**config.mk**
```make
export PLATFORM = sky130hd
export DESIGN_NAME = acc_drain_controller
export DESIGN_NICKNAME = d
export VERILOG_FILES = /design/src/rtl/acc_drain_controller.sv
export SDC_FILE = /design/constraint.sdc
export NUM_CORES = 1
export LEC_CHECK = 0
export ABC_AREA = 1
export CAP_MARGIN = 15
export CORE_UTILIZATION = 50
export DETAILED_ROUTE_END_ITERATION = 10
export PLACE_DENSITY = 0.74
export SKIP_CTS_REPAIR_TIMING = 1
export SLEW_MARGIN = 30
export SYNTH_ARGS = -nofsm -noshare
export SYNTH_HDL_FRONTEND = slang
export SYNTH_SLANG_ARGS = --single-unit
export TNS_END_PERCENT = 5
```
**constraint.sdc**
```tcl
create_clock -name clk -period 5.35 [get_ports clk]
set_clock_uncertainty 0.05 [all_clocks]
set_input_delay 1.07 -clock clk [delete_from_list [all_inputs] [get_ports clk]]
set_output_delay 1.07 -clock clk [all_outputs]
set_load 0.05 [all_outputs]
```
**src/rtl/acc_drain_controller.sv**
```systemverilog
// Drains a block of consecutive accumulator words onto a valid/ready stream.
// Define ACC_DRAIN_RELU_EN to apply signed ReLU to the stream data at the FIFO output.
module acc_drain_controller #(
    parameter int ADDR_W     = 8,
    parameter int DATA_W     = 32,
    parameter int RD_LAT     = 1,
    parameter int FIFO_DEPTH = 4
) (
    input  logic              clk,
    input  logic              rst_n,
    input  logic              drain_start,
    input  logic [ADDR_W-1:0] drain_base_addr,
    input  logic [7:0]        drain_count,
    output logic              drain_busy,
    output logic              drain_done,
    output logic              acc_rd_en,
    output logic [ADDR_W-1:0] acc_rd_addr,
    input  logic [DATA_W-1:0] acc_rd_data,
    output logic              out_valid,
    input  logic              out_ready,
    output logic [DATA_W-1:0] out_data,
    output logic [7:0]        out_index
);
    localparam int PTR_W = $clog2(FIFO_DEPTH);
    localparam int CNT_W = PTR_W + 1;

    typedef enum logic [1:0] {IDLE, READ, FLUSH, DONE} state_t;

    state_t            state, state_nxt;
    logic [ADDR_W-1:0] rd_addr;
    logic [7:0]        total, issued, popped, push_idx;
    logic [RD_LAT-1:0] vld_pipe;
    logic [DATA_W-1:0] fifo_data [FIFO_DEPTH];
    logic [7:0]        fifo_idx  [FIFO_DEPTH];
    logic [PTR_W-1:0]  wr_ptr, rd_ptr;
    logic [CNT_W-1:0]  level, inflight;
    logic              push, pop, fifo_empty, fifo_full, credit_ok, start_ok;
    logic [DATA_W-1:0] head;

    // Every read in the latency pipe already owns a FIFO slot, so the sum is the credit in use.
    always_comb begin
        inflight = '0;
        for (int i = 0; i < RD_LAT; i++)
            inflight = inflight + CNT_W'(vld_pipe[i]);
    end

    assign credit_ok   = ({1'b0, inflight} + {1'b0, level}) < (CNT_W+1)'(FIFO_DEPTH);
    assign acc_rd_en   = (state == READ) && (issued < total) && credit_ok;
    assign acc_rd_addr = rd_addr;
    assign start_ok    = (state == IDLE) && drain_start;
    assign drain_busy  = (state != IDLE);

    assign fifo_empty  = (level == '0);
    assign fifo_full   = (level == CNT_W'(FIFO_DEPTH));
    assign push        = vld_pipe[RD_LAT-1];
    assign out_valid   = !fifo_empty;
    assign pop         = out_valid && out_ready;
    assign head        = fifo_data[rd_ptr];
    assign out_index   = out_valid ? fifo_idx[rd_ptr] : 8'd0;

`ifdef ACC_DRAIN_RELU_EN
    assign out_data = (!out_valid || head[DATA_W-1]) ? '0 : head;
`else
    assign out_data = out_valid ? head : '0;
`endif

    always_ff @(posedge clk or negedge rst_n) begin
        if (!rst_n) state <= IDLE;
        else        state <= state_nxt;
    end

    always_comb begin
        state_nxt  = state;
        drain_done = 1'b0;
        case (state)
            IDLE:  if (drain_start) state_nxt = (drain_count == 8'd0) ? DONE : READ;
            READ:  if (acc_rd_en && (issued + 8'd1 == total)) state_nxt = FLUSH;
            FLUSH: if ((popped == total) && fifo_empty) state_nxt = DONE;
            DONE: begin
                drain_done = 1'b1;
                state_nxt  = IDLE;
            end
            default: state_nxt = IDLE;
        endcase
    end

    always_ff @(posedge clk or negedge rst_n) begin
        if (!rst_n) begin
            rd_addr  <= '0;
            total    <= '0;
            issued   <= '0;
            popped   <= '0;
            push_idx <= '0;
        end else if (start_ok) begin
            rd_addr  <= drain_base_addr;
            total    <= drain_count;
            issued   <= '0;
            popped   <= '0;
            push_idx <= '0;
        end else begin
            if (acc_rd_en) begin
                rd_addr <= rd_addr + 1'b1;
                issued  <= issued + 8'd1;
            end
            if (pop)  popped   <= popped + 8'd1;
            if (push) push_idx <= push_idx + 8'd1;
        end
    end

    always_ff @(posedge clk or negedge rst_n) begin
        if (!rst_n) begin
            vld_pipe <= '0;
        end else begin
            vld_pipe[0] <= acc_rd_en;
            for (int i = 1; i < RD_LAT; i++)
                vld_pipe[i] <= vld_pipe[i-1];
        end
    end

    // Storage needs no reset: out_valid gates everything read from it.
    always_ff @(posedge clk) begin
        if (push) begin
            fifo_data[wr_ptr] <= acc_rd_data;
            fifo_idx[wr_ptr]  <= push_idx;
        end
    end

    always_ff @(posedge clk or negedge rst_n) begin
        if (!rst_n) begin
            wr_ptr <= '0;
            rd_ptr <= '0;
            level  <= '0;
        end else begin
            if (push) wr_ptr <= wr_ptr + 1'b1;
            if (pop)  rd_ptr <= rd_ptr + 1'b1;
            case ({push, pop})
                2'b10:   level <= level + 1'b1;
                2'b01:   level <= level - 1'b1;
                default: level <= level;
            endcase
        end
    end

`ifndef SYNTHESIS
    always @(posedge clk) begin
        if (rst_n) assert (!(push && fifo_full))
            else $error("acc_drain_controller: FIFO push while full");
    end
`endif

endmodule

```
**Yosys cells after proc, flatten, opt, wreduce, memory -nomap -nowiden**

Memories as Yosys holds them, arrays and structs flattened.
Cells that the tools add are included.

- Bits in writable memories: 160
- Input bits: 52
- Word-level logic and storage cells: 68
- Memories kept: 2
- Flip-flop bits (word level): 50

- Equal/unequal tests: 10
- Multiplexer cells: 19
- Magnitude comparators: 2
- Reduce and logical (&&, ||, !) cells: 16
- $add $sub $neg: 9

Memories:

| name | words | width | read ports | clocked after Yosys merged registers in | write ports | line | RTL |
|---|---|---|---|---|---|---|---|
| fifo_data | 4 | 32 | 1 | 0 | 1 | 33 | `logic [DATA_W-1:0] fifo_data [FIFO_DEPTH];` |
| fifo_idx | 4 | 8 | 1 | 0 | 1 | 34 | `logic [7:0] fifo_idx [FIFO_DEPTH];` |

Operators by type and width:

| cell | count |
|---|---|
| $mux W8 | 9 |
| $add A8 B1 Y8 const B | 4 |
| $mux W32 | 1 |
| $eq A8 B8 Y1 | 2 |
| $reduce_bool A2 Y1 | 5 |
| $logic_not A8 Y1 | 1 |
| $lt A8 B8 Y1 | 1 |
| $mux W2 | 4 |
| $pmux W2 S4 | 1 |
| $eq A2 B2 Y1 const B | 3 |
| $logic_and A1 B1 Y1 | 6 |
| $pmux W3 S2 | 1 |
| $add A1 B3 Y4 | 1 |
| $add A2 B1 Y2 const B | 2 |
| $eq A2 B1 Y1 const B | 2 |
| $lt A4 B3 Y1 const B | 1 |
| $ne A2 B2 Y1 const B | 2 |
| $add A3 B1 Y3 const B | 1 |
| $logic_not A3 Y1 | 1 |
| $mux W1 | 3 |
| $reduce_and A3 Y1 | 1 |
| $sub A3 B1 Y3 const B | 1 |
| $logic_not A2 Y1 | 1 |
| $ne A2 B1 Y1 const B | 1 |
| $logic_not A1 Y1 | 1 |

**Longest topological paths before layout**

Gate-level depths: netlist (run 1).

- Depth after elaboration: 6
- Gate-level depth with buffers: 14

**Least setup slack after synthesis (run 1)**

OpenSTA, ideal clock, no wires.

- Path kind: reg2out
- Start point: register level[0]
- End point: output port out_data[0]
- Data arrival time: 1.798 ns
- Data required time: 4.230 ns
- Cell stages (with the launch flop): 6
- Buffers on the path: 1
- Setup slack: 2.432 ns
- Path through: dfrtp_1 > inv_2 > nand3_2 > inv_1 > clkbuf_1 > a21oi_1

- Longest elaborated chain between the ends: 2

RTL lines:

| element | line | RTL |
|---|---|---|
| start, declared | 36 | `logic [CNT_W-1:0] level, inflight;` |
| start signal, assigned | 137 | `2'b10: level <= level + 1'b1;` |
| start signal, assigned | 138 | `2'b01: level <= level - 1'b1;` |
| start signal, assigned | 139 | `default: level <= level;` |
| $logic_not A3 Y1 | 53 | `assign fifo_empty = (level == '0);` |
| $mux W32 | 64 | `assign out_data = out_valid ? head : '0;` |
| end, declared | 21 | `output logic [DATA_W-1:0] out_data,` |

No other way between the ends.

**Worst setup path in the final report (run 1)**

- Start point: register rd_ptr[1]
- End point: output port out_index[0]

- Longest elaborated chain between the ends: 2

RTL lines:

| element | line | RTL |
|---|---|---|
| start, declared | 35 | `logic [PTR_W-1:0] wr_ptr, rd_ptr;` |
| start signal, assigned | 135 | `if (pop) rd_ptr <= rd_ptr + 1'b1;` |
| $mem_v2 Z4 W8 | n/a |  |
| $mux W8 | 59 | `assign out_index = out_valid ? fifo_idx[rd_ptr] : 8'd0;` |
| end, declared | 22 | `output logic [7:0] out_index` |

No other way between the ends.

==> results of run 1 <==
-- worst min path at each step --
stage / start / to / slack [ns] / cells past startpoint
finish: level[0] / level[0] / 0.47 / 1
global placement: level[1] / level[1] / 0.45 / 2
detailed placement: level[0] / level[0] / 0.46 / 1
CTS: level[1] / level[1] / 0.47 / 2
floorplan: level[1] / level[1] / 0.42 / 2
global route: level[1] / level[1] / 0.49 / 2
-- critical path, stage by stage, from the launching register on --
cell and delay, ns:
sky130_fd_sc_hd__dfrtp_1 0.86, sky130_fd_sc_hd__inv_1 0.08, sky130_fd_sc_hd__buf_4 0.32, sky130_fd_sc_hd__nor2_1 0.15, sky130_fd_sc_hd__o21ai_0 0.09, sky130_fd_sc_hd__a21oi_1 0.29
sky130_fd_sc_hd__clkdlybuf4s50_1 0.86
-- power by group through the flow --
stage	logic [W]	clock network (W)	registers (W)
after floorplan	0.00237	0	0.00233
after global placement	0.00341	0	0.00231
after detailed placement	0.00345	0	0.00232
after CTS	0.00346	0.00145	0.00229
after global routing	0.00373	0.00151	0.00232
final	0.00343	0.00142	0.00229
-- area by class of cell --
class,count,area [µm²],area share [%]
tap,229,287,2.56
inverter,62,233,2.08
multi-input combinational,564,2810,25.1
timing repair buffer,115,1120,9.98
clock inverter,11,83.8,0.750
clock buffer,27,598,5.35
sequential,210,6060,54.2
-- metal layers --
metal | routed length (µm) | vias to the layer above | part of all wire, % | GRT usage (%)
met4 | 280 | 0 | 1.5 | 5.15
met1 | 8490 | 3064 | 45 | 27.9
li1 | - | 3189 | - | -
met2 | 9330 | 164 | 49 | 33.8
met3 | 936 | 25 | 4.9 | 2.84
met5 | 0 | - | 0 | 0
-- synthesized netlist by cell type --
master                     number  area share [%]
sky130_fd_sc_hd__nor3_1         9            0.49
sky130_fd_sc_hd__o21a_1         2            0.16
sky130_fd_sc_hd__clkbuf_1      27             1.1
sky130_fd_sc_hd__nand2_2        9            0.61
sky130_fd_sc_hd__nand3b_1       1           0.081
sky130_fd_sc_hd__xnor2_1        3            0.28
sky130_fd_sc_hd__nand3_2        5            0.54
sky130_fd_sc_hd__o41ai_1        1           0.095
sky130_fd_sc_hd__buf_4          1           0.081
sky130_fd_sc_hd__edfxtp_1     160              52
sky130_fd_sc_hd__a21oi_1       60             3.2
sky130_fd_sc_hd__nand3_1       25             1.4
sky130_fd_sc_hd__xor2_1         8            0.76
sky130_fd_sc_hd__o21ai_1       26             1.4
sky130_fd_sc_hd__a21oi_4        1            0.18
sky130_fd_sc_hd__o21ai_0       88             4.8
sky130_fd_sc_hd__nand4_2        1            0.14
sky130_fd_sc_hd__nor2_4         3            0.36
sky130_fd_sc_hd__buf_2          4            0.22
sky130_fd_sc_hd__inv_1         55             2.2
sky130_fd_sc_hd__fa_1           1            0.22
sky130_fd_sc_hd__nand2_1       83             3.4
sky130_fd_sc_hd__buf_1          8            0.32
sky130_fd_sc_hd__dfrtp_1       50              14
sky130_fd_sc_hd__nor2_2         1           0.068
sky130_fd_sc_hd__nand4_1        9            0.61
sky130_fd_sc_hd__and3_1         2            0.14
sky130_fd_sc_hd__a31oi_1        6            0.41
sky130_fd_sc_hd__or2_2          2            0.14
sky130_fd_sc_hd__nor4_1         1           0.068
sky130_fd_sc_hd__nor2_1       195             7.9
sky130_fd_sc_hd__ha_1          22             3.0
sky130_fd_sc_hd__inv_2          7            0.28
-- state kept, by name, indices dropped and copies added (netlist names), 3 cells and up --
signal       count
fifo_data      128
level            3
push_idx         8
total            8
fifo_idx        32
issued           8
popped           8
acc_rd_addr      8
-- stage by stage --
| step | area (µm²) | std cells | util [%] | hold slack (ns) | power (W) |
|---|---|---|---|---|---|
| 6_report | 11200 | 1218 | 62.0 | 0.468 | 0.00714 |
| 5_1_grt | 11200 | 1218 | 62.0 | 0.486 | 0.00756 |
| 4_1_cts | 11200 | 1218 | 62.0 | 0.473 | 0.00720 |
| 3_5_place_dp | 10500 | 1180 | 58.3 | 0.460 | 0.00577 |
| 3_3_place_gp | 10500 | 1180 | 58.3 | 0.447 | 0.00572 |
| 2_1_floorplan | 9260 | 876 | - | 0.421 | 0.00470 |
-- cell families after synthesis --
| group | count (synthesis) | synth area share [%] |
|---|---|---|
| and+or+nand+nor | 346 | 15.9 |
| DFF | 210 | 65.4 |
| AOI/OAI and AO/OA | 184 | 10.2 |
| buffers and inverters | 102 | 4.23 |
| adders and majority gates | 23 | 3.19 |
| xor gates and xnor gates | 11 | 1.04 |
==> impl_summary.log, run 1 <==
[metrics] GRT Residual Overflow: 0
[metrics] setup repair after global routing missed its margin: false
[metrics] type of element capturing the critical path: output port
[metrics] share of cells above drive strength 1: 7.89%
[metrics] synthesized flop and latch total: 210
[metrics] Achievable Freq: 234 MHz
[metrics] power density over cell area: 638 mW/mm²
[metrics] largest net degree at the start of global routing: 82
[metrics] routed wirelength normalized by instance count: 15.6 µm
[metrics] depth of the worst register-to-register path: 11
[metrics] fill cell count: 1456
[metrics] insertion delay to the later sink of the worst-skew pair: 0.50 ns
[metrics] Post-Place Worst Slack: 1.57 ns
[metrics] RD Place Congestion: 0.799
[metrics] sw power: 0.00314 W
[metrics] count of nets after finishing: 1049
[metrics] CP endpoint: out_index[0]
[metrics] drt first-iter violations: 418
[metrics] clock tree from TritonCTS: built
[metrics] buffers added on ports: 103
[metrics] drt via density: 5.29
[metrics] number of sinks on the clock net: 210
[metrics] vias in the first global route: 6129
[metrics] vias: 6442
[metrics] slew of the pin with the lowest slew margin: 0.896 ns
[metrics] internal power: 0.00399 W
[metrics] average cell area after synthesis: 10.6 µm²
[metrics] capturing point of the worst reg2reg path: state[0]
[metrics] total nets after synthesis: 951
[metrics] Clk Tree Root Cell: sky130_fd_sc_hd__clkbuf_16
[metrics] gate count of the mapped netlist: 876
[metrics] post-DP HPWL: 11700 µm
[metrics] Data arrival, critical path: 3.16 ns
[metrics] aggregate routed wire length: 19000 µm
[metrics] worst min-delay path class: register to register
[metrics] final number of max-transition violations: 0
[metrics] number of buffers added by the clock tree synthesis step: 21
[metrics] number of failing hold endpoints at the final stage: 0
[metrics] Reg clk slew, reported paths: 0.06 ns
[metrics] crit path max fanout: 40
[metrics] worst setup slack after layout: 1.07 ns
[metrics] Core Footprint: 0.0180 mm²
[metrics] Setup TNS: 0 ns
[metrics] critical path required time: 4.23 ns
[metrics] Die Outline Area: 0.0191 mm²
[metrics] number of maximum-capacitance constraint violations: 0
[metrics] maximum buffer depth of the clock tree: 3
[metrics] total iterations of the first detailed-routing run: 4
[metrics] wire length of the first global-routing pass: 31100 µm
[metrics] crit share post-route: 79.9%
[metrics] commonest cells after routing, fill and taps aside: sky130_fd_sc_hd__nor2_1 (195), sky130_fd_sc_hd__edfxtp_1 (160), sky130_fd_sc_hd__clkdlybuf4s50_1 (102), sky130_fd_sc_hd__o21ai_0 (88), sky130_fd_sc_hd__nand2_1 (83)
[metrics] Slew headroom: 40.2%
[metrics] launch instance of the worst register-to-register path: issued[3]
[metrics] Overall Global Routing Usage: 20.2%
[metrics] kind of launch point of the worst setup path: register
[metrics] part of the Yosys area used for sequential elements: 65.4%
[metrics] antenna violations before repair: 0
[metrics] slack of the worst reg-to-reg path: 3.06 ns
[metrics] most common cell after layout, fill and taps aside: sky130_fd_sc_hd__nor2_1
[metrics] leakage power: 4.27 nW
[metrics] worst setup path startpoint: rd_ptr[1]
[metrics] Chip Width: 138 µm
[metrics] antenna-violating nets left: 0
[metrics] antenna diode count: 0
[metrics] Synth warnings: 0
[metrics] number of library cell types mapped by synthesis: 33
[metrics] Clk network pwr share: 19.9%
[metrics] combinational fraction of design power: 48.1%
[metrics] synthesized area: 0.00926 mm²
[metrics] Top-Level Pins: 104
[metrics] worst voltage drop across the vdd grid: 0.497 mV
[metrics] Initial Util: 51.3%
[metrics] post-route DRC violation count: 0
[metrics] outcome: complete, no violations
[metrics] fraction of power spent switching nets: 44.1%
[metrics] Flop pwr share: 32.0%
[metrics] Die Y-Extent: 138 µm
[metrics] type of the worst setup path: register to output port
[metrics] Final Setup Violations: 0
[metrics] synth-to-layout area growth: 20.8%
[metrics] number of H-tree levels: 1
[metrics] clock period minus final worst setup slack: 4.28 ns
[metrics] number of standard-cell rows in the floorplan: 49
Note: power is estimated with default switching activity, not from simulation.
==> run 2, diff against run 1 <==
--- a/config.mk
+++ b/config.mk
@@ -9,7 +9,7 @@
 export CAP_MARGIN = 15
 export CORE_UTILIZATION = 50
 export DETAILED_ROUTE_END_ITERATION = 10
-export PLACE_DENSITY = 0.74
+export PLACE_DENSITY = 0.77
 export SKIP_CTS_REPAIR_TIMING = 1
 export SLEW_MARGIN = 30
 export SYNTH_ARGS = -nofsm -noshare
==> constraint.sdc (replaced) <==
create_clock -name clk -period 3.65 [get_ports clk]
set_clock_uncertainty 0.05 [all_clocks]
set_input_delay 0.73 -clock clk [delete_from_list [all_inputs] [get_ports clk]]
set_output_delay 0.73 -clock clk [all_outputs]
set_load 0.05 [all_outputs]
==> run 2 against run 1 <==
Effect of this change:
- first-iteration DRC count up 15%
- critical path type unchanged
- clock power up 47%
- total power up 61%
- die area unchanged
- largest cell class unchanged
- hold slack worse by 0.21 ns
- cell area up 3.9%
- combinational power up 78%
- count of clock-buffer cells in the layout up 4
==> impl_summary.log, run 2 (same netlist as run 1, synthesis figures left out) <==
[metrics] Post-Place Worst Slack: 0.628 ns
[metrics] post-route DRC violation count: 0
[metrics] count of nets after finishing: 1052
[metrics] vias: 6582
[metrics] routed wirelength normalized by instance count: 15.8 µm
[metrics] Data arrival, critical path: 2.51 ns
[metrics] setup repair after global routing missed its margin: false
[metrics] drt first-iter violations: 482
[metrics] drt via density: 5.39
[metrics] wire length of the first global-routing pass: 31500 µm
[metrics] worst path bufs/invs: 2
[metrics] Flop pwr share: 28.9%
[metrics] buffers added on ports: 103
[metrics] aggregate routed wire length: 19300 µm
[metrics] clock tree from TritonCTS: built
[metrics] post-DP HPWL: 11900 µm
[metrics] crit path max fanout: 81
[metrics] vias in the first global route: 6368
[metrics] highest cell delay on the worst timing path: 0.66 ns
[metrics] Overall Global Routing Usage: 20.5%
[metrics] Largest Register: fifo_data
[metrics] crit share post-route: 90.0%
[metrics] sw power: 0.00487 W
[metrics] Final Setup Violations: 0
[metrics] largest net degree at the start of global routing: 82
[metrics] synth-to-layout area growth: 25.6%
[metrics] power density over cell area: 989 mW/mm²
[metrics] Clk Tree Root Cell: sky130_fd_sc_hd__clkbuf_16
[metrics] Reg clk slew, reported paths: 0.06 ns
[metrics] most common cell after layout, fill and taps aside: sky130_fd_sc_hd__nor2_1
[metrics] Largest delay share family, worst path: buffers and inverters
[metrics] antenna violations before repair: 0
[metrics] Achievable Freq: 304 MHz
[metrics] critical path required time: 2.87 ns
[metrics] area post-placement: 0.0109 mm²
[metrics] worst setup slack after layout: 0.364 ns
[metrics] final number of max-transition violations: 0
[metrics] type of the worst setup path: register to output port
[metrics] flip-flop and latch area: 0.00606 mm²
[metrics] footprint of the multi-input gates: 0.00281 mm²
[metrics] slew of the pin with the lowest slew margin: 0.857 ns
[metrics] number of failing hold endpoints at the final stage: 0
[metrics] antenna-violating nets left: 0
[metrics] number of maximum-capacitance constraint violations: 0
[metrics] GRT Residual Overflow: 0
[metrics] type of element capturing the critical path: output port
[metrics] Clk network pwr share: 18.1%
[metrics] number of H-tree levels: 1
[metrics] share of cells above drive strength 1: 12.0%
[metrics] number of flip-flops in the largest register: 128
[metrics] Setup TNS: 0 ns
[metrics] post-route cell area: 0.0116 mm²
[metrics] kind of launch point of the worst setup path: register
[metrics] outcome: complete, no violations
[metrics] combinational fraction of design power: 53.0%
[metrics] Top-Level Pins: 104
[metrics] number of sinks on the clock net: 210
[metrics] leakage power: 4.50 nW
[metrics] number of buffers added by the clock tree synthesis step: 22
[metrics] CP most frequent cell: sky130_fd_sc_hd__nor2_1
[metrics] maximum buffer depth of the clock tree: 3
[metrics] Die Outline Area: 0.0191 mm²
[metrics] Initial Util: 51.3%
[metrics] antenna diode count: 0
[metrics] clock period minus final worst setup slack: 3.29 ns
[metrics] fill cell count: 1342
[metrics] RD Place Congestion: 0.870
[metrics] commonest cells after routing, fill and taps aside: sky130_fd_sc_hd__nor2_1 (195), sky130_fd_sc_hd__edfxtp_1 (160), sky130_fd_sc_hd__o21ai_0 (88), sky130_fd_sc_hd__nand2_1 (83), sky130_fd_sc_hd__clkdlybuf4s50_1 (61)
[metrics] worst min-delay path class: primary input to async pin
[metrics] critical path, cell by cell: buf_4 -> nor2_1 -> nor2_1 -> o21ai_0 -> a21oi_1 -> buf_12
[metrics] cell with the biggest individual delay on the critical path: sky130_fd_sc_hd__buf_4
[metrics] fraction of power spent switching nets: 42.3%
[metrics] number of standard-cell rows in the floorplan: 49
[metrics] worst voltage drop across the vdd grid: 0.804 mV
[metrics] Slew headroom: 42.9%
[metrics] insertion delay to the later sink of the worst-skew pair: 0.49 ns
[metrics] biggest regs: fifo_data x128, fifo_idx x32
[metrics] Die Y-Extent: 138 µm
[metrics] internal power: 0.00663 W
[metrics] Core Footprint: 0.0180 mm²
[metrics] total iterations of the first detailed-routing run: 5
[metrics] Chip Width: 138 µm
## run 2: changes by cell type in the layout (fill, tap and decap cells not counted), sizes merged
cell / previous run / this run
buf: 13 / 55
bufinv: 1 / 0
clkbuf: 27 / 31
clkdlybuf4s50: 102 / 61
clkinv: 9 / 5
clkinvlp: 0 / 4
dlymetal6s2s: 0 / 1
inv: 63 / 62
## run 2: per-stage QoR
| stage | util [%] | cells | power [W] | hold WS (ns) |
|---|---|---|---|---|
| after CTS | 64.5 | 1222 | 0.0116 | 0.269 |
| final | 64.5 | 1222 | 0.0115 | 0.253 |
| after detailed placement | 60.6 | 1182 | 0.00946 | 0.458 |
| after global routing | 64.5 | 1222 | 0.0121 | 0.318 |
| after global placement | 60.6 | 1182 | 0.00936 | 0.450 |
| after floorplan | - | 876 | 0.00689 | 0.384 |
## run 2: per-layer routing
| metal | vias to the layer above | GRT usage, % | wire [µm] |
|---|---|---|---|
| li1 | 3200 | - | - |
| met1 | 3157 | 27.1 | 8240 |
| met2 | 198 | 35.1 | 9640 |
| met3 | 27 | 2.81 | 1060 |
| met4 | 0 | 6.42 | 380 |
| met5 | - | 0 | 0 |
## run 2: power groups by stage
stage / sequential (W) / combinational, W / clock, W
after CTS: 0.00332 / 0.00613 / 0.00212
after floorplan: 0.00341 / 0.00348 / 0
after global routing: 0.00338 / 0.00650 / 0.00221
after detailed placement: 0.00336 / 0.00610 / 0
after global placement: 0.00334 / 0.00602 / 0
final: 0.00332 / 0.00609 / 0.00209
## run 2: worst paths after layout
check | start | endpoint | slack, ns | cells past startpoint
min | rst_n | acc_rd_addr[6] | 0.25 | 1
max | rd_ptr[0] | out_index[1] | 0.36 | 6
min reg2reg | level[0] | level[0] | 0.47 | 1
max in group asynchronous | rst_n | push_idx[1] | 2.55 | 2
max reg2reg | issued[3] | state[1] | 1.46 | 12
min in group clk | level[0] | level[0] | 0.47 | 1
## run 2: cell type report
class | count | share of cell area, %
clock buffer | 31 | 5.47
inverter | 62 | 2.00
timing repair buffer | 117 | 13.3
multi-input combinational | 564 | 24.2
clock inverter | 9 | 0.474
sequential | 210 | 52.1
tap | 229 | 2.47
## run 2: worst reg2reg max path, delay by kind of cell (launching register included)
kind | cells | cell delay (ns)
and+or+nand+nor | 7 | 0.67
DFF | 1 | 0.54
adders and majority gates | 1 | 0.32
buffers and inverters | 2 | 0.31
AOI/OAI and AO/OA | 2 | 0.22
==> run 3, diff against run 2 <==
--- a/config.mk
+++ b/config.mk
@@ -10,6 +10,7 @@
 export CORE_UTILIZATION = 50
 export DETAILED_ROUTE_END_ITERATION = 10
 export PLACE_DENSITY = 0.77
+export REMOVE_ABC_BUFFERS = 1
 export SKIP_CTS_REPAIR_TIMING = 1
 export SLEW_MARGIN = 30
 export SYNTH_ARGS = -nofsm -noshare
==> run 3 against run 2 <==
Effect of this change:
- cell area shrank 0.57%
- core utilization shrank 0.37 points
- setup slack gained 0.094 ns
- die area is the same
- highest routed layer unchanged
==> impl_summary.log, run 3 (same netlist as run 1, synthesis figures left out) <==
[metrics] worst min-delay path class: primary input to async pin
[metrics] total iterations of the first detailed-routing run: 4
[metrics] number of sinks on the clock net: 210
[metrics] wire length of the first global-routing pass: 30500 µm
[metrics] Clk Tree Root Cell: sky130_fd_sc_hd__clkbuf_16
[metrics] clock period minus final worst setup slack: 3.19 ns
[metrics] Final Power: 0.0114 W
[metrics] aggregate routed wire length: 18900 µm
[metrics] RD Place Congestion: 0.869
[metrics] Die Outline Area: 0.0191 mm²
[metrics] slew of the pin with the lowest slew margin: 0.804 ns
[metrics] type of element capturing the critical path: output port
[metrics] Data arrival, critical path: 2.41 ns
[metrics] flip-flop and latch area: 0.00606 mm²
[metrics] maximum buffer depth of the clock tree: 3
[metrics] power density over cell area: 987 mW/mm²
[metrics] routed wirelength normalized by instance count: 15.6 µm
[metrics] number of standard-cell rows in the floorplan: 49
[metrics] commonest cells after routing, fill and taps aside: sky130_fd_sc_hd__nor2_1 (195), sky130_fd_sc_hd__edfxtp_1 (160), sky130_fd_sc_hd__o21ai_0 (88), sky130_fd_sc_hd__nand2_1 (83), sky130_fd_sc_hd__clkdlybuf4s50_1 (61)
[metrics] post-route DRC violation count: 0
[metrics] crit share post-route: 87.5%
[metrics] placed cell count: 1177
[metrics] final number of max-transition violations: 0
[metrics] number of H-tree levels: 1
[metrics] insertion delay to the later sink of the worst-skew pair: 0.49 ns
[metrics] drt via density: 5.37
[metrics] Reg clk slew, reported paths: 0.06 ns
[metrics] Achievable Freq: 313 MHz
[metrics] buffers added on ports: 103
[metrics] Initial Util: 51.3%
[metrics] Core Footprint: 0.0180 mm²
[metrics] depth of the worst register-to-register path: 12
[metrics] Final Setup Violations: 0
[metrics] Hold WS: 0.204 ns
[metrics] number of buffers added by the clock tree synthesis step: 21
[metrics] Overall Global Routing Usage: 19.7%
[metrics] Slew headroom: 46.4%
[metrics] clock tree from TritonCTS: built
[metrics] most common cell after layout, fill and taps aside: sky130_fd_sc_hd__nor2_1
[metrics] antenna diode count: 0
[metrics] leakage power: 4.45 nW
[metrics] area post-placement: 0.0109 mm²
[metrics] biggest regs: fifo_data x128, fifo_idx x32
[metrics] number of failing hold endpoints at the final stage: 0
[metrics] outcome: complete, no violations
[metrics] antenna-violating nets left: 0
[metrics] vias: 6524
[metrics] Chip Width: 138 µm
[metrics] number of maximum-capacitance constraint violations: 0
[metrics] kind of launch point of the worst setup path: register
[metrics] crit path max fanout: 10
[metrics] worst voltage drop across the vdd grid: 0.894 mV
[metrics] Top-Level Pins: 104
[metrics] Cell Count, Final, Fillers Out: 1215
[metrics] GRT Residual Overflow: 0
[metrics] type of the worst setup path: register to output port
[metrics] Die Y-Extent: 138 µm
[metrics] largest net degree at the start of global routing: 69
[metrics] setup repair after global routing missed its margin: false
[metrics] share of cells above drive strength 1: 11.5%
[metrics] count of nets after finishing: 1046
[metrics] antenna violations before repair: 0
[metrics] drt first-iter violations: 419
[metrics] footprint of the multi-input gates: 0.00281 mm²
[metrics] post-DP HPWL: 11300 µm
[metrics] Setup TNS: 0 ns
[metrics] post-route cell area: 0.0116 mm²
[metrics] critical path required time: 2.87 ns
[metrics] synth-to-layout area growth: 24.8%
[metrics] Largest Register: fifo_data
[metrics] vias in the first global route: 6265
[metrics] fill cell count: 1341
[metrics] number of flip-flops in the largest register: 128
run 3: critical path, stage by stage, from the launching register on:
cell,delay [ns]
sky130_fd_sc_hd__dfrtp_1,0.54
sky130_fd_sc_hd__ha_1,0.31
sky130_fd_sc_hd__a21oi_1,0.13
sky130_fd_sc_hd__o21ai_0,0.10
sky130_fd_sc_hd__nand2_1,0.08
sky130_fd_sc_hd__nand4_2,0.20
sky130_fd_sc_hd__inv_2,0.12
sky130_fd_sc_hd__dlymetal6s2s_1,0.42
run 3: through the flow:
stage	utilization, %	setup slack [ns]
after floorplan	-	-0.0510
after global placement	60.5	0.610
after detailed placement	60.5	0.611
after CTS	64.1	0.0654
after global routing	64.1	0.295
final	64.1	0.458
run 3: worst paths after layout:
path	end	startpoint	slack [ns]
worst min-delay path	issued[7]	rst_n	0.20
worst min register to register	level[0]	level[0]	0.47
worst max register to register	state[0]	issued[3]	1.43
max in group asynchronous	acc_rd_addr[2]	rst_n	2.60
worst max-delay path	acc_rd_en	issued[3]	0.46
min in group clk	level[0]	level[0]	0.47
run 3: cell type report:
cell class	count	area share [%]
timing repair buffer	112	13.2
inverter	62	2.08
sequential	210	52.4
clock buffer	29	4.89
multi-input combinational	564	24.3
clock inverter	9	0.661
tap	229	2.48
run 3: layer usage:
layer  wire [µm]  track usage (%)
met5           0                0
met1        8290             26.0
met4         284             4.63
met3         985             2.53
met2        9360             34.6
run 3: power by group:
group / switching (W) / internal, W / leakage [nW]
sequential: 0.000308 / 0.00303 / 2.09
combinational: 0.00368 / 0.00238 / 2.05
clock: 0.000837 / 0.00116 / 0.308
